`src/rtl/id_pkg.sv`:
```
// -----------------------------------------------------------------------------
// id_pkg
//   Shared definitions for the ARM-subset decode stage: instruction field
//   encodings (mode, opcode, condition), the ALU command encoding handed to
//   EXE, the packed control bundle, and the condition-check function that
//   evaluates a condition code against the {N,Z,C,V} status flags.
// -----------------------------------------------------------------------------
package id_pkg;

  // Instruction class, Instruction[27:26]
  localparam logic [1:0] MODE_ALU = 2'b00;
  localparam logic [1:0] MODE_MEM = 2'b01;
  localparam logic [1:0] MODE_BR  = 2'b10;

  // Data-processing opcodes, Instruction[24:21]
  localparam logic [3:0] OP_AND = 4'b0000;
  localparam logic [3:0] OP_EOR = 4'b0001;
  localparam logic [3:0] OP_SUB = 4'b0010;
  localparam logic [3:0] OP_ADD = 4'b0100;
  localparam logic [3:0] OP_ADC = 4'b0101;
  localparam logic [3:0] OP_SBC = 4'b0110;
  localparam logic [3:0] OP_TST = 4'b1000;
  localparam logic [3:0] OP_CMP = 4'b1010;
  localparam logic [3:0] OP_ORR = 4'b1100;
  localparam logic [3:0] OP_MOV = 4'b1101;
  localparam logic [3:0] OP_MVN = 4'b1111;

  // ALU commands understood by EXE
  typedef logic [3:0] exe_cmd_t;
  localparam exe_cmd_t CMD_MOV = 4'b0001;
  localparam exe_cmd_t CMD_ADD = 4'b0010;
  localparam exe_cmd_t CMD_ADC = 4'b0011;
  localparam exe_cmd_t CMD_SUB = 4'b0100;
  localparam exe_cmd_t CMD_SBC = 4'b0101;
  localparam exe_cmd_t CMD_AND = 4'b0110;
  localparam exe_cmd_t CMD_ORR = 4'b0111;
  localparam exe_cmd_t CMD_EOR = 4'b1000;
  localparam exe_cmd_t CMD_MVN = 4'b1001;

  // Condition codes, Instruction[31:28]; 4'b1111 is never executed
  localparam logic [3:0] COND_EQ = 4'b0000;
  localparam logic [3:0] COND_NE = 4'b0001;
  localparam logic [3:0] COND_CS = 4'b0010;
  localparam logic [3:0] COND_CC = 4'b0011;
  localparam logic [3:0] COND_MI = 4'b0100;
  localparam logic [3:0] COND_PL = 4'b0101;
  localparam logic [3:0] COND_VS = 4'b0110;
  localparam logic [3:0] COND_VC = 4'b0111;
  localparam logic [3:0] COND_HI = 4'b1000;
  localparam logic [3:0] COND_LS = 4'b1001;
  localparam logic [3:0] COND_GE = 4'b1010;
  localparam logic [3:0] COND_LT = 4'b1011;
  localparam logic [3:0] COND_GT = 4'b1100;
  localparam logic [3:0] COND_LE = 4'b1101;
  localparam logic [3:0] COND_AL = 4'b1110;

  // Control bits carried through ID/EXE
  typedef struct packed {
    logic     wb_en;
    logic     mem_r_en;
    logic     mem_w_en;
    logic     b;
    logic     s;
    exe_cmd_t exe_cmd;
  } ctrl_t;

  localparam ctrl_t CTRL_NONE = '0;

  // Register address width: enough for NUM_REGS, never below the 4-bit
  // register fields of the instruction.
  function automatic int addr_width(input int num_regs);
    int w;
    w = $clog2(num_regs);
    return (w < 4) ? 4 : w;
  endfunction

  // True when the condition code holds for the given {N,Z,C,V} flags.
  function automatic logic cond_check(input logic [3:0] cond, input logic [3:0] sr);
    logic n, z, c, v;
    logic pass;
    {n, z, c, v} = sr;
    case (cond)
      COND_EQ: pass = z;
      COND_NE: pass = !z;
      COND_CS: pass = c;
      COND_CC: pass = !c;
      COND_MI: pass = n;
      COND_PL: pass = !n;
      COND_VS: pass = v;
      COND_VC: pass = !v;
      COND_HI: pass = c && !z;
      COND_LS: pass = !c || z;
      COND_GE: pass = (n == v);
      COND_LT: pass = (n != v);
      COND_GT: pass = !z && (n == v);
      COND_LE: pass = z || (n != v);
      COND_AL: pass = 1'b1;
      default: pass = 1'b0;
    endcase
    return pass;
  endfunction

endpackage

```
`src/rtl/id_decode_stage_if.sv`:
```
// -----------------------------------------------------------------------------
// id_decode_stage_if
//   Bundles the decode stage's signals other than clock and reset.
//   master: the surrounding pipeline (drives IF/ID, WB, hazard and flush,
//           consumes hazard sources and the ID/EXE register).
//   slave : the decode stage itself.
//   Inputs : In_Valid, PC_In, Instruction, SR, hazard, Flush,
//            writeBackEn, Dest_wb, Result_WB
//   Outputs: src1, src2, Two_src (combinational),
//            Valid_Out, PC_Out, WB_EN, MEM_R_EN, MEM_W_EN, B, S, EXE_CMD,
//            Val_Rn, Val_Rm, imm, Shift_operand, Signed_imm_24, Dest
// -----------------------------------------------------------------------------
interface id_decode_stage_if #(
  parameter int DATA_W   = 32,
  parameter int NUM_REGS = 16
);
  localparam int ADDR_W = id_pkg::addr_width(NUM_REGS);

  logic              In_Valid;
  logic [31:0]       PC_In;
  logic [31:0]       Instruction;
  logic [3:0]        SR;
  logic              hazard;
  logic              Flush;
  logic              writeBackEn;
  logic [ADDR_W-1:0] Dest_wb;
  logic [DATA_W-1:0] Result_WB;

  logic [ADDR_W-1:0] src1;
  logic [ADDR_W-1:0] src2;
  logic              Two_src;

  logic              Valid_Out;
  logic [31:0]       PC_Out;
  logic              WB_EN;
  logic              MEM_R_EN;
  logic              MEM_W_EN;
  logic              B;
  logic              S;
  logic [3:0]        EXE_CMD;
  logic [DATA_W-1:0] Val_Rn;
  logic [DATA_W-1:0] Val_Rm;
  logic              imm;
  logic [11:0]       Shift_operand;
  logic [23:0]       Signed_imm_24;
  logic [ADDR_W-1:0] Dest;

  modport master (
    output In_Valid, PC_In, Instruction, SR, hazard, Flush,
           writeBackEn, Dest_wb, Result_WB,
    input  src1, src2, Two_src,
           Valid_Out, PC_Out, WB_EN, MEM_R_EN, MEM_W_EN, B, S, EXE_CMD,
           Val_Rn, Val_Rm, imm, Shift_operand, Signed_imm_24, Dest
  );

  modport slave (
    input  In_Valid, PC_In, Instruction, SR, hazard, Flush,
           writeBackEn, Dest_wb, Result_WB,
    output src1, src2, Two_src,
           Valid_Out, PC_Out, WB_EN, MEM_R_EN, MEM_W_EN, B, S, EXE_CMD,
           Val_Rn, Val_Rm, imm, Shift_operand, Signed_imm_24, Dest
  );

endinterface

```
`src/rtl/id_regfile.sv`:
```
// -----------------------------------------------------------------------------
// id_regfile
//   NUM_REGS x DATA_W register file, one write port, two combinational read
//   ports. Synchronous active-high reset loads every register with its own
//   index. With BYPASS_EN set, a read of the register being written in the
//   same cycle returns the incoming write data.
//   clk, rst            : clock, synchronous active-high reset
//   we_i/waddr_i/wdata_i: write-back port
//   raddr1_i/rdata1_o   : Rn read port
//   raddr2_i/rdata2_o   : Rm / Rd read port
// -----------------------------------------------------------------------------
module id_regfile #(
  parameter int DATA_W    = 32,
  parameter int NUM_REGS  = 16,
  parameter int ADDR_W    = 4,
  parameter bit BYPASS_EN = 1'b1
) (
  input  logic              clk,
  input  logic              rst,
  input  logic              we_i,
  input  logic [ADDR_W-1:0] waddr_i,
  input  logic [DATA_W-1:0] wdata_i,
  input  logic [ADDR_W-1:0] raddr1_i,
  input  logic [ADDR_W-1:0] raddr2_i,
  output logic [DATA_W-1:0] rdata1_o,
  output logic [DATA_W-1:0] rdata2_o
);

  logic [DATA_W-1:0] regs_q [NUM_REGS];

  // NOTE: this array is reset on purpose -- software relies on reg[i] == i
  // after reset, so it cannot be left to map onto an unreset RAM macro.
  // Reset takes priority over a write-back landing in the same cycle.
  always_ff @(posedge clk) begin
    if (rst) begin
      for (int i = 0; i < NUM_REGS; i++) begin
        regs_q[i] <= DATA_W'(i);
      end
    end else if (we_i) begin
      regs_q[waddr_i] <= wdata_i;
    end
  end

  always_comb begin
    rdata1_o = regs_q[raddr1_i];
    rdata2_o = regs_q[raddr2_i];
    if (BYPASS_EN && we_i && (raddr1_i == waddr_i)) rdata1_o = wdata_i;
    if (BYPASS_EN && we_i && (raddr2_i == waddr_i)) rdata2_o = wdata_i;
  end

endmodule

```
`src/rtl/id_decode_stage.sv`:
```
// -----------------------------------------------------------------------------
// id_decode_stage
//   ARM-subset instruction decode with the ID/EXE pipeline register folded in.
//   Reads operands from the register file (with write-back bypass), decodes
//   the control bits, checks the condition code against SR, and registers the
//   result. Hazard, a failed condition or an empty IF/ID slot turn the cycle
//   into a bubble; Flush clears the register outright.
//   CLK, RST : clock, synchronous active-high reset
//   bus      : id_decode_stage_if slave (IF/ID inputs, WB port, hazard/flush,
//              combinational src1/src2/Two_src, registered ID/EXE outputs)
// -----------------------------------------------------------------------------
module id_decode_stage
  import id_pkg::*;
#(
  parameter int DATA_W    = 32,
  parameter int NUM_REGS  = 16,
  parameter bit BYPASS_EN = 1'b1
) (
  input logic              CLK,
  input logic              RST,
  id_decode_stage_if.slave bus
);

  localparam int ADDR_W = addr_width(NUM_REGS);

  typedef struct packed {
    logic              valid;
    logic [31:0]       pc;
    ctrl_t             ctrl;
    logic [DATA_W-1:0] val_rn;
    logic [DATA_W-1:0] val_rm;
    logic              imm;
    logic [11:0]       shift_operand;
    logic [23:0]       signed_imm_24;
    logic [ADDR_W-1:0] dest;
  } idex_t;

  // Instruction fields
  logic [3:0] cond;
  logic [1:0] mode;
  logic       imm_bit;
  logic [3:0] opcode;
  logic       s_bit;
  logic [3:0] rn_field;
  logic [3:0] rd_field;
  logic [3:0] rm_field;

  assign cond     = bus.Instruction[31:28];
  assign mode     = bus.Instruction[27:26];
  assign imm_bit  = bus.Instruction[25];
  assign opcode   = bus.Instruction[24:21];
  assign s_bit    = bus.Instruction[20];
  assign rn_field = bus.Instruction[19:16];
  assign rd_field = bus.Instruction[15:12];
  assign rm_field = bus.Instruction[3:0];

  ctrl_t             ctrl;
  logic [ADDR_W-1:0] src1;
  logic [ADDR_W-1:0] src2;
  logic              cond_ok;
  logic              load;
  logic [DATA_W-1:0] val_rn;
  logic [DATA_W-1:0] val_rm;
  idex_t             idex_d;
  idex_t             idex_q;

  // ---------------------------------------------------------------------------
  // Control decode
  // ---------------------------------------------------------------------------
  // NOTE: every output of a combinational block gets a default before any
  // branch, so no path leaves it unassigned and no latch is inferred.
  always_comb begin
    ctrl = CTRL_NONE;
    case (mode)
      MODE_ALU: begin
        ctrl.s = s_bit;
        case (opcode)
          OP_MOV:  begin ctrl.exe_cmd = CMD_MOV; ctrl.wb_en = 1'b1; end
          OP_MVN:  begin ctrl.exe_cmd = CMD_MVN; ctrl.wb_en = 1'b1; end
          OP_ADD:  begin ctrl.exe_cmd = CMD_ADD; ctrl.wb_en = 1'b1; end
          OP_ADC:  begin ctrl.exe_cmd = CMD_ADC; ctrl.wb_en = 1'b1; end
          OP_SUB:  begin ctrl.exe_cmd = CMD_SUB; ctrl.wb_en = 1'b1; end
          OP_SBC:  begin ctrl.exe_cmd = CMD_SBC; ctrl.wb_en = 1'b1; end
          OP_AND:  begin ctrl.exe_cmd = CMD_AND; ctrl.wb_en = 1'b1; end
          OP_ORR:  begin ctrl.exe_cmd = CMD_ORR; ctrl.wb_en = 1'b1; end
          OP_EOR:  begin ctrl.exe_cmd = CMD_EOR; ctrl.wb_en = 1'b1; end
          // Compares only update flags: no register write-back
          OP_CMP:  ctrl.exe_cmd = CMD_SUB;
          OP_TST:  ctrl.exe_cmd = CMD_AND;
          default: ctrl = CTRL_NONE;
        endcase
      end
      MODE_MEM: begin
        // Address is always Rn + offset; bit 20 selects load vs store
        ctrl.exe_cmd = CMD_ADD;
        if (s_bit) begin
          ctrl.mem_r_en = 1'b1;
          ctrl.wb_en    = 1'b1;
        end else begin
          ctrl.mem_w_en = 1'b1;
        end
      end
      MODE_BR: ctrl.b = 1'b1;
      default: ctrl = CTRL_NONE;
    endcase
  end

  // ---------------------------------------------------------------------------
  // Hazard-unit sources: pure functions of the instruction word. A store reads
  // Rd as its data operand, so src2 switches to Rd for stores.
  // ---------------------------------------------------------------------------
  assign src1 = ADDR_W'(rn_field);
  assign src2 = ctrl.mem_w_en ? ADDR_W'(rd_field) : ADDR_W'(rm_field);

  assign bus.src1    = src1;
  assign bus.src2    = src2;
  assign bus.Two_src = ((mode == MODE_ALU) && !imm_bit) || ctrl.mem_w_en;

  // ---------------------------------------------------------------------------
  // Register file
  // ---------------------------------------------------------------------------
  id_regfile #(
    .DATA_W    (DATA_W),
    .NUM_REGS  (NUM_REGS),
    .ADDR_W    (ADDR_W),
    .BYPASS_EN (BYPASS_EN)
  ) u_regfile (
    .clk      (CLK),
    .rst      (RST),
    .we_i     (bus.writeBackEn),
    .waddr_i  (bus.Dest_wb),
    .wdata_i  (bus.Result_WB),
    .raddr1_i (src1),
    .raddr2_i (src2),
    .rdata1_o (val_rn),
    .rdata2_o (val_rm)
  );

  // ---------------------------------------------------------------------------
  // ID/EXE register. A bubble and a flush both leave the register all-zero;
  // they differ only in that Flush is not gated by In_Valid or the condition.
  // ---------------------------------------------------------------------------
  assign cond_ok = cond_check(cond, bus.SR);
  assign load    = bus.In_Valid && !bus.hazard && cond_ok;

  always_comb begin
    idex_d = '0;
    if (!bus.Flush && load) begin
      idex_d.valid         = 1'b1;
      idex_d.pc            = bus.PC_In;
      idex_d.ctrl          = ctrl;
      idex_d.val_rn        = val_rn;
      idex_d.val_rm        = val_rm;
      idex_d.imm           = imm_bit;
      idex_d.shift_operand = bus.Instruction[11:0];
      idex_d.signed_imm_24 = bus.Instruction[23:0];
      idex_d.dest          = ADDR_W'(rd_field);
    end
  end

  // NOTE: sequential state is updated with non-blocking assignments so every
  // register samples pre-edge values regardless of block ordering.
  always_ff @(posedge CLK) begin
    if (RST) begin
      idex_q <= '0;
    end else begin
      idex_q <= idex_d;
    end
  end

  assign bus.Valid_Out     = idex_q.valid;
  assign bus.PC_Out        = idex_q.pc;
  assign bus.WB_EN         = idex_q.ctrl.wb_en;
  assign bus.MEM_R_EN      = idex_q.ctrl.mem_r_en;
  assign bus.MEM_W_EN      = idex_q.ctrl.mem_w_en;
  assign bus.B             = idex_q.ctrl.b;
  assign bus.S             = idex_q.ctrl.s;
  assign bus.EXE_CMD       = idex_q.ctrl.exe_cmd;
  assign bus.Val_Rn        = idex_q.val_rn;
  assign bus.Val_Rm        = idex_q.val_rm;
  assign bus.imm           = idex_q.imm;
  assign bus.Shift_operand = idex_q.shift_operand;
  assign bus.Signed_imm_24 = idex_q.signed_imm_24;
  assign bus.Dest          = idex_q.dest;

endmodule
```
`src/flat_wrapper.sv`:
```
// flat-port wrapper written by rule: the top's interface ports become plain ports
module id_decode_stage_flat import id_pkg::*;
#(
  parameter int DATA_W    = 32,
  parameter int NUM_REGS  = 16,
  parameter bit BYPASS_EN = 1'b1
)
  (CLK, RST, bus_In_Valid, bus_PC_In, bus_Instruction, bus_SR, bus_hazard, bus_Flush, bus_writeBackEn, bus_Dest_wb, bus_Result_WB, bus_src1, bus_src2, bus_Two_src, bus_Valid_Out, bus_PC_Out, bus_WB_EN, bus_MEM_R_EN, bus_MEM_W_EN, bus_B, bus_S, bus_EXE_CMD, bus_Val_Rn, bus_Val_Rm, bus_imm, bus_Shift_operand, bus_Signed_imm_24, bus_Dest);
  id_decode_stage_if #(.DATA_W(DATA_W), .NUM_REGS(NUM_REGS)) bus_i ();
  input logic CLK;
  input logic RST;
  input wire logic [$bits(bus_i.In_Valid)-1:0] bus_In_Valid;
  input wire logic [$bits(bus_i.PC_In)-1:0] bus_PC_In;
  input wire logic [$bits(bus_i.Instruction)-1:0] bus_Instruction;
  input wire logic [$bits(bus_i.SR)-1:0] bus_SR;
  input wire logic [$bits(bus_i.hazard)-1:0] bus_hazard;
  input wire logic [$bits(bus_i.Flush)-1:0] bus_Flush;
  input wire logic [$bits(bus_i.writeBackEn)-1:0] bus_writeBackEn;
  input wire logic [$bits(bus_i.Dest_wb)-1:0] bus_Dest_wb;
  input wire logic [$bits(bus_i.Result_WB)-1:0] bus_Result_WB;
  output wire logic [$bits(bus_i.src1)-1:0] bus_src1;
  output wire logic [$bits(bus_i.src2)-1:0] bus_src2;
  output wire logic [$bits(bus_i.Two_src)-1:0] bus_Two_src;
  output wire logic [$bits(bus_i.Valid_Out)-1:0] bus_Valid_Out;
  output wire logic [$bits(bus_i.PC_Out)-1:0] bus_PC_Out;
  output wire logic [$bits(bus_i.WB_EN)-1:0] bus_WB_EN;
  output wire logic [$bits(bus_i.MEM_R_EN)-1:0] bus_MEM_R_EN;
  output wire logic [$bits(bus_i.MEM_W_EN)-1:0] bus_MEM_W_EN;
  output wire logic [$bits(bus_i.B)-1:0] bus_B;
  output wire logic [$bits(bus_i.S)-1:0] bus_S;
  output wire logic [$bits(bus_i.EXE_CMD)-1:0] bus_EXE_CMD;
  output wire logic [$bits(bus_i.Val_Rn)-1:0] bus_Val_Rn;
  output wire logic [$bits(bus_i.Val_Rm)-1:0] bus_Val_Rm;
  output wire logic [$bits(bus_i.imm)-1:0] bus_imm;
  output wire logic [$bits(bus_i.Shift_operand)-1:0] bus_Shift_operand;
  output wire logic [$bits(bus_i.Signed_imm_24)-1:0] bus_Signed_imm_24;
  output wire logic [$bits(bus_i.Dest)-1:0] bus_Dest;
  assign bus_i.In_Valid = bus_In_Valid;
  assign bus_i.PC_In = bus_PC_In;
  assign bus_i.Instruction = bus_Instruction;
  assign bus_i.SR = bus_SR;
  assign bus_i.hazard = bus_hazard;
  assign bus_i.Flush = bus_Flush;
  assign bus_i.writeBackEn = bus_writeBackEn;
  assign bus_i.Dest_wb = bus_Dest_wb;
  assign bus_i.Result_WB = bus_Result_WB;
  assign bus_src1 = bus_i.src1;
  assign bus_src2 = bus_i.src2;
  assign bus_Two_src = bus_i.Two_src;
  assign bus_Valid_Out = bus_i.Valid_Out;
  assign bus_PC_Out = bus_i.PC_Out;
  assign bus_WB_EN = bus_i.WB_EN;
  assign bus_MEM_R_EN = bus_i.MEM_R_EN;
  assign bus_MEM_W_EN = bus_i.MEM_W_EN;
  assign bus_B = bus_i.B;
  assign bus_S = bus_i.S;
  assign bus_EXE_CMD = bus_i.EXE_CMD;
  assign bus_Val_Rn = bus_i.Val_Rn;
  assign bus_Val_Rm = bus_i.Val_Rm;
  assign bus_imm = bus_i.imm;
  assign bus_Shift_operand = bus_i.Shift_operand;
  assign bus_Signed_imm_24 = bus_i.Signed_imm_24;
  assign bus_Dest = bus_i.Dest;
  id_decode_stage #(.DATA_W(DATA_W), .NUM_REGS(NUM_REGS), .BYPASS_EN(BYPASS_EN)) u_core (.CLK(CLK), .RST(RST), .bus(bus_i));
endmodule
```
`config.mk`:
```
export PLATFORM = sky130hd
export DESIGN_NAME = id_decode_stage_flat
export DESIGN_NICKNAME = d
export VERILOG_FILES = /design/src/rtl/id_pkg.sv /design/src/rtl/id_decode_stage_if.sv /design/src/rtl/id_regfile.sv /design/src/rtl/id_decode_stage.sv /design/src/flat_wrapper.sv
export SDC_FILE = /design/constraint.sdc
export NUM_CORES = 1
export LEC_CHECK = 0
export CORE_MARGIN = 5
export CORE_UTILIZATION = 45
export DETAILED_ROUTE_END_ITERATION = 6
export PLACE_DENSITY_LB_ADDON = 0.12
export SLEW_MARGIN = 20
export SYNTH_ARGS = -nofsm -noshare
export SYNTH_HDL_FRONTEND = slang
export SYNTH_SLANG_ARGS = --single-unit
```
`constraint.sdc`:
```
create_clock -name CLK -period 4.2 [get_ports CLK]
set_input_delay 1.26 -clock CLK [delete_from_list [all_inputs] [get_ports CLK]]
set_output_delay 1.26 -clock CLK [all_outputs]
set_load 0.02 [all_outputs]
```
==> impl_metrics.py <==
metrics = {
    "global_routing": {
        "grt_max_degree": 82,
        "grt_first_pass_wirelength_mm": 186,
        "antenna_found_initial": 10,
        "track_usage": 0.310,
        "grt-ovfl-total": 0,
        "grt_pass1_vias": 26000,
    },
    "finish": {
        "regArea_mm2": 0.0180,
        "num-fill-cells": 6360,
        "nNetsFinal": 3141,
        "multi_input_area_mm2": 0.0153,
        "drive_gt1_frac": 0.177,
        "areaGrowthSynthToFinish_pct": 20.5,
        "instances_no_fill": 4123,
    },
    "synthesis": {
        "netlist-cell-type-count": 70,
        "synth.largest_area_cell": "edfxtp_1",
        "yosysWarnings": 0,
        "synthTopCellsByArea": "edfxtp_1, mux4_2, and2_1",
        "avgSynthCellArea_um2": 12.2,
        "synth_edf_count": 512,
        "synth_nets": 2937,
        "ys_ff_latch": 643,
        "synthArstFlopShare": 0,
        "synth_top_area_frac": 0.444,
        "syn_area_mm2": 0.0346,
        "yosys.cell_count.top_type": "and2_1",
        "synth-seq-area-share": 0.520,
        "synthTopCellsByCount": "and2_1, edfxtp_1, clkbuf_1",
        "synth_flop_cell": "edfxtp_1",
        "synth_cells": 2827,
    },
    "worst_setup_path": {
        "ff2ff_setup_slack_ns": 2.28,
        "worstSetupPathType": "in -> out",
        "setup.worst_path.start": "bus_Instruction[20]",
        "crit_top_cell": "buf_12",
        "timing.rr.start": "u_core.u_regfile.regs_q[3][31]",
        "slowest_delay_ns": 0.45,
        "reg2reg_depth": 5,
        "cp_slowest_cell": "clkdlybuf4s50_1",
        "critPathArrivalTime_ns": 2.89,
        "cp_max_fo": 21,
        "path_cells": "clkdlybuf4s50_1, buf_12, nor3b_4, buf_4, o21ai_4, inv_6, buf_12",
        "r2r-end": "u_core.bus.Val_Rn[31]",
        "worst_setup_path_end_kind": "output pin",
        "required_ns": 2.94,
        "cp-start-kind": "input pin",
        "endpoint": "bus_src2[0]",
    },
    "floorplanning": {
        "num_io_pins": 266,
        "core_region_area_mm2": 0.0761,
        "die_x_um": 287,
        "rows": 101,
        "die-area_mm2": 0.0826,
        "initial_utilization": 0.455,
        "die_h_um": 287,
    },
    "clocking": {
        "htreeDepth": 3,
        "clock_path_buffers": 3,
        "cts_tree": "yes",
        "root_buffer": "clkbuf_16",
        "clk_latency_ns": 0.63,
        "hold_buffers": 0,
        "numCtsBuffers": 74,
        "cts_num_sinks": 643,
        "clk_pin_slew_ns": 0.05,
    },
    "placed_design": {
        "port_buffers": 265,
        "dp_cells": 3984,
        "gp_congestion": 0.882,
        "dpl.hpwl_mm": 80.5,
    },
    "drt": {
        "wire_per_inst_um": 31.7,
        "drcViolationCount": 0,
        "vias": 26200,
        "wirelength_mm": 131,
        "vias_per_cell": 6.34,
        "drt_first_pass_iters": 7,
        "ant_nets": 0,
        "drtIter0Drc": 3128,
    },
    "power": {
        "power.density_mw_per_mm2": 387,
        "irDropWorstVdd_mv": 0.269,
        "leakage_nw": 15.2,
    },
    "timing": {
        "slew_violations": 0,
        "finalHoldViolCount": 0,
        "clock.fmax_ghz": 0.241,
        "period_minus_slack_ns": 4.15,
        "rsz0062_at_grt": "no",
        "min_period_over_period": 0.988,
        "setup_viol": 0,
        "hold_ws_ns": 0.723,
        "clock_skew_ns": 0.0210,
        "tightest_slew_ns": 0.806,
        "timing.slew.headroom": 0.463,
    },
    "run": {
        "drv_cap": 0,
    },
    "hold_path": {
        "whs_path_depth": 4,
        "hold_class": "reg -> reg",
    },
    "outcome": {
        "status": "finished, final reports clean",
    },
}
-- state kept, by name, indices dropped and copies added (netlist names), 3 cells and up --
name and count:
u_core.bus.Signed_imm_24 21, u_core.bus.PC_Out 32, u_core.bus.Val_Rn 32, u_core.bus.EXE_CMD 4, u_core.bus.Dest 3, u_core.bus.Val_Rm 32
u_core.u_regfile.regs_q 512
-- area by class of cell --
cell class                 count  area share
timing repair buffer         431       0.109
antenna                        2    0.000120
clock buffer                 112      0.0523
tap                         1030      0.0309
inverter                      50     0.00462
sequential                   643       0.431
clock inverter                24     0.00558
multi-input combinational   1831       0.366
-- routing by layer --
metal	global-route usage	up-vias	part of all wire
li1	-	10900	-
met1	0.403	13100	0.38
met2	0.496	1692	0.46
met3	0.0692	404	0.11
met4	0.146	6	0.053
met5	0	-	0.00031
-- where the power goes --
part / internal [mW] / switching (mW)
registers: 7.18 / 0.195
clock network: 3.84 / 2.66
logic: 0.965 / 1.29
-- critical path: cells and delay by family --
family | cells | cell delay [ns]
AND/OR/NAND/NOR | 1 | 0.25
buffers and inverters | 5 | 1.21
AO/OA/AOI/OAI | 1 | 0.13
-- cell families (layout without fill, tap and decap cells) --
kind of cell / after synthesis / count (layout) / share of synthesized area
other cells: 0 / 2 / 0
buf+inv: 353 / 617 / 0.0438
compound gates: 484 / 484 / 0.105
simple gates: 948 / 948 / 0.156
xor+xnor: 14 / 14 / 0.00354
flops: 643 / 643 / 0.520
mux: 385 / 385 / 0.171
-- stage by stage --
| stage | TNS, ns | utilization | total power, mW | setup slack [ns] | cell area [um2] |
|---|---|---|---|---|---|
| 2_1_floorplan | 0 | - | 8.73 | 0.229 | 34600 |
| 3_3_place_gp | -4.43 | 0.516 | 9.66 | -0.506 | 39300 |
| 3_5_place_dp | -6.03 | 0.516 | 9.72 | -0.443 | 39300 |
| 4_1_cts | 0 | 0.548 | 16.2 | 0.00234 | 41700 |
| 5_1_grt | 0 | 0.548 | 16.6 | 0.00991 | 41700 |
| 6_report | 0 | 0.548 | 16.1 | 0.0521 | 41700 |
-- cells in the final DEF (no fill, tap or decap), drive strengths merged, types with 10 or more instances in the layout --
master	netlist	routed
a211o	24	24
a211oi	166	166
a21oi	87	87
a221o	21	21
a22oi	21	21
a311oi	16	16
a31oi	14	14
a32oi	13	13
and2	535	535
and3	15	15
buf	94	177
clkbuf	209	114
clkdlybuf4s50	0	250
clkinv	0	16
dfxtp	131	131
edfxtp	512	512
inv	50	51
mux2	42	42
mux2i	183	183
mux4	160	160
nand2	159	159
nand3	26	26
nor2	52	52
nor2b	81	81
nor3	12	12
o2111ai	22	22
o211a	21	21
o211ai	23	23
o21a	10	10
o21ai	20	20
or2	16	16
or3	33	33
-- timing repair --
item                       4_1_cts  5_1_grt
gates resized for setup          9        4
pin swaps                        0        1
cloned                           0        0
buffers inserted                 1        0
setup endpoints to repair        5        4
-- worst min-delay path by stage --
stage,from,to,slack [ns]
floorplan,u_core.u_regfile.regs_q[14][31],u_core.bus.Val_Rm[31],0.66
CTS,u_core.u_regfile.regs_q[14][0],u_core.bus.Val_Rm[0],0.72
global placement,u_core.u_regfile.regs_q[14][11],u_core.bus.Val_Rm[11],0.69
detailed placement,u_core.u_regfile.regs_q[7][31],u_core.bus.Val_Rm[31],0.70
global route,u_core.u_regfile.regs_q[15][16],u_core.bus.Val_Rm[16],0.76
finish,u_core.u_regfile.regs_q[14][0],u_core.bus.Val_Rm[0],0.72
No activity file was read; power rests on OpenSTA's default activity.
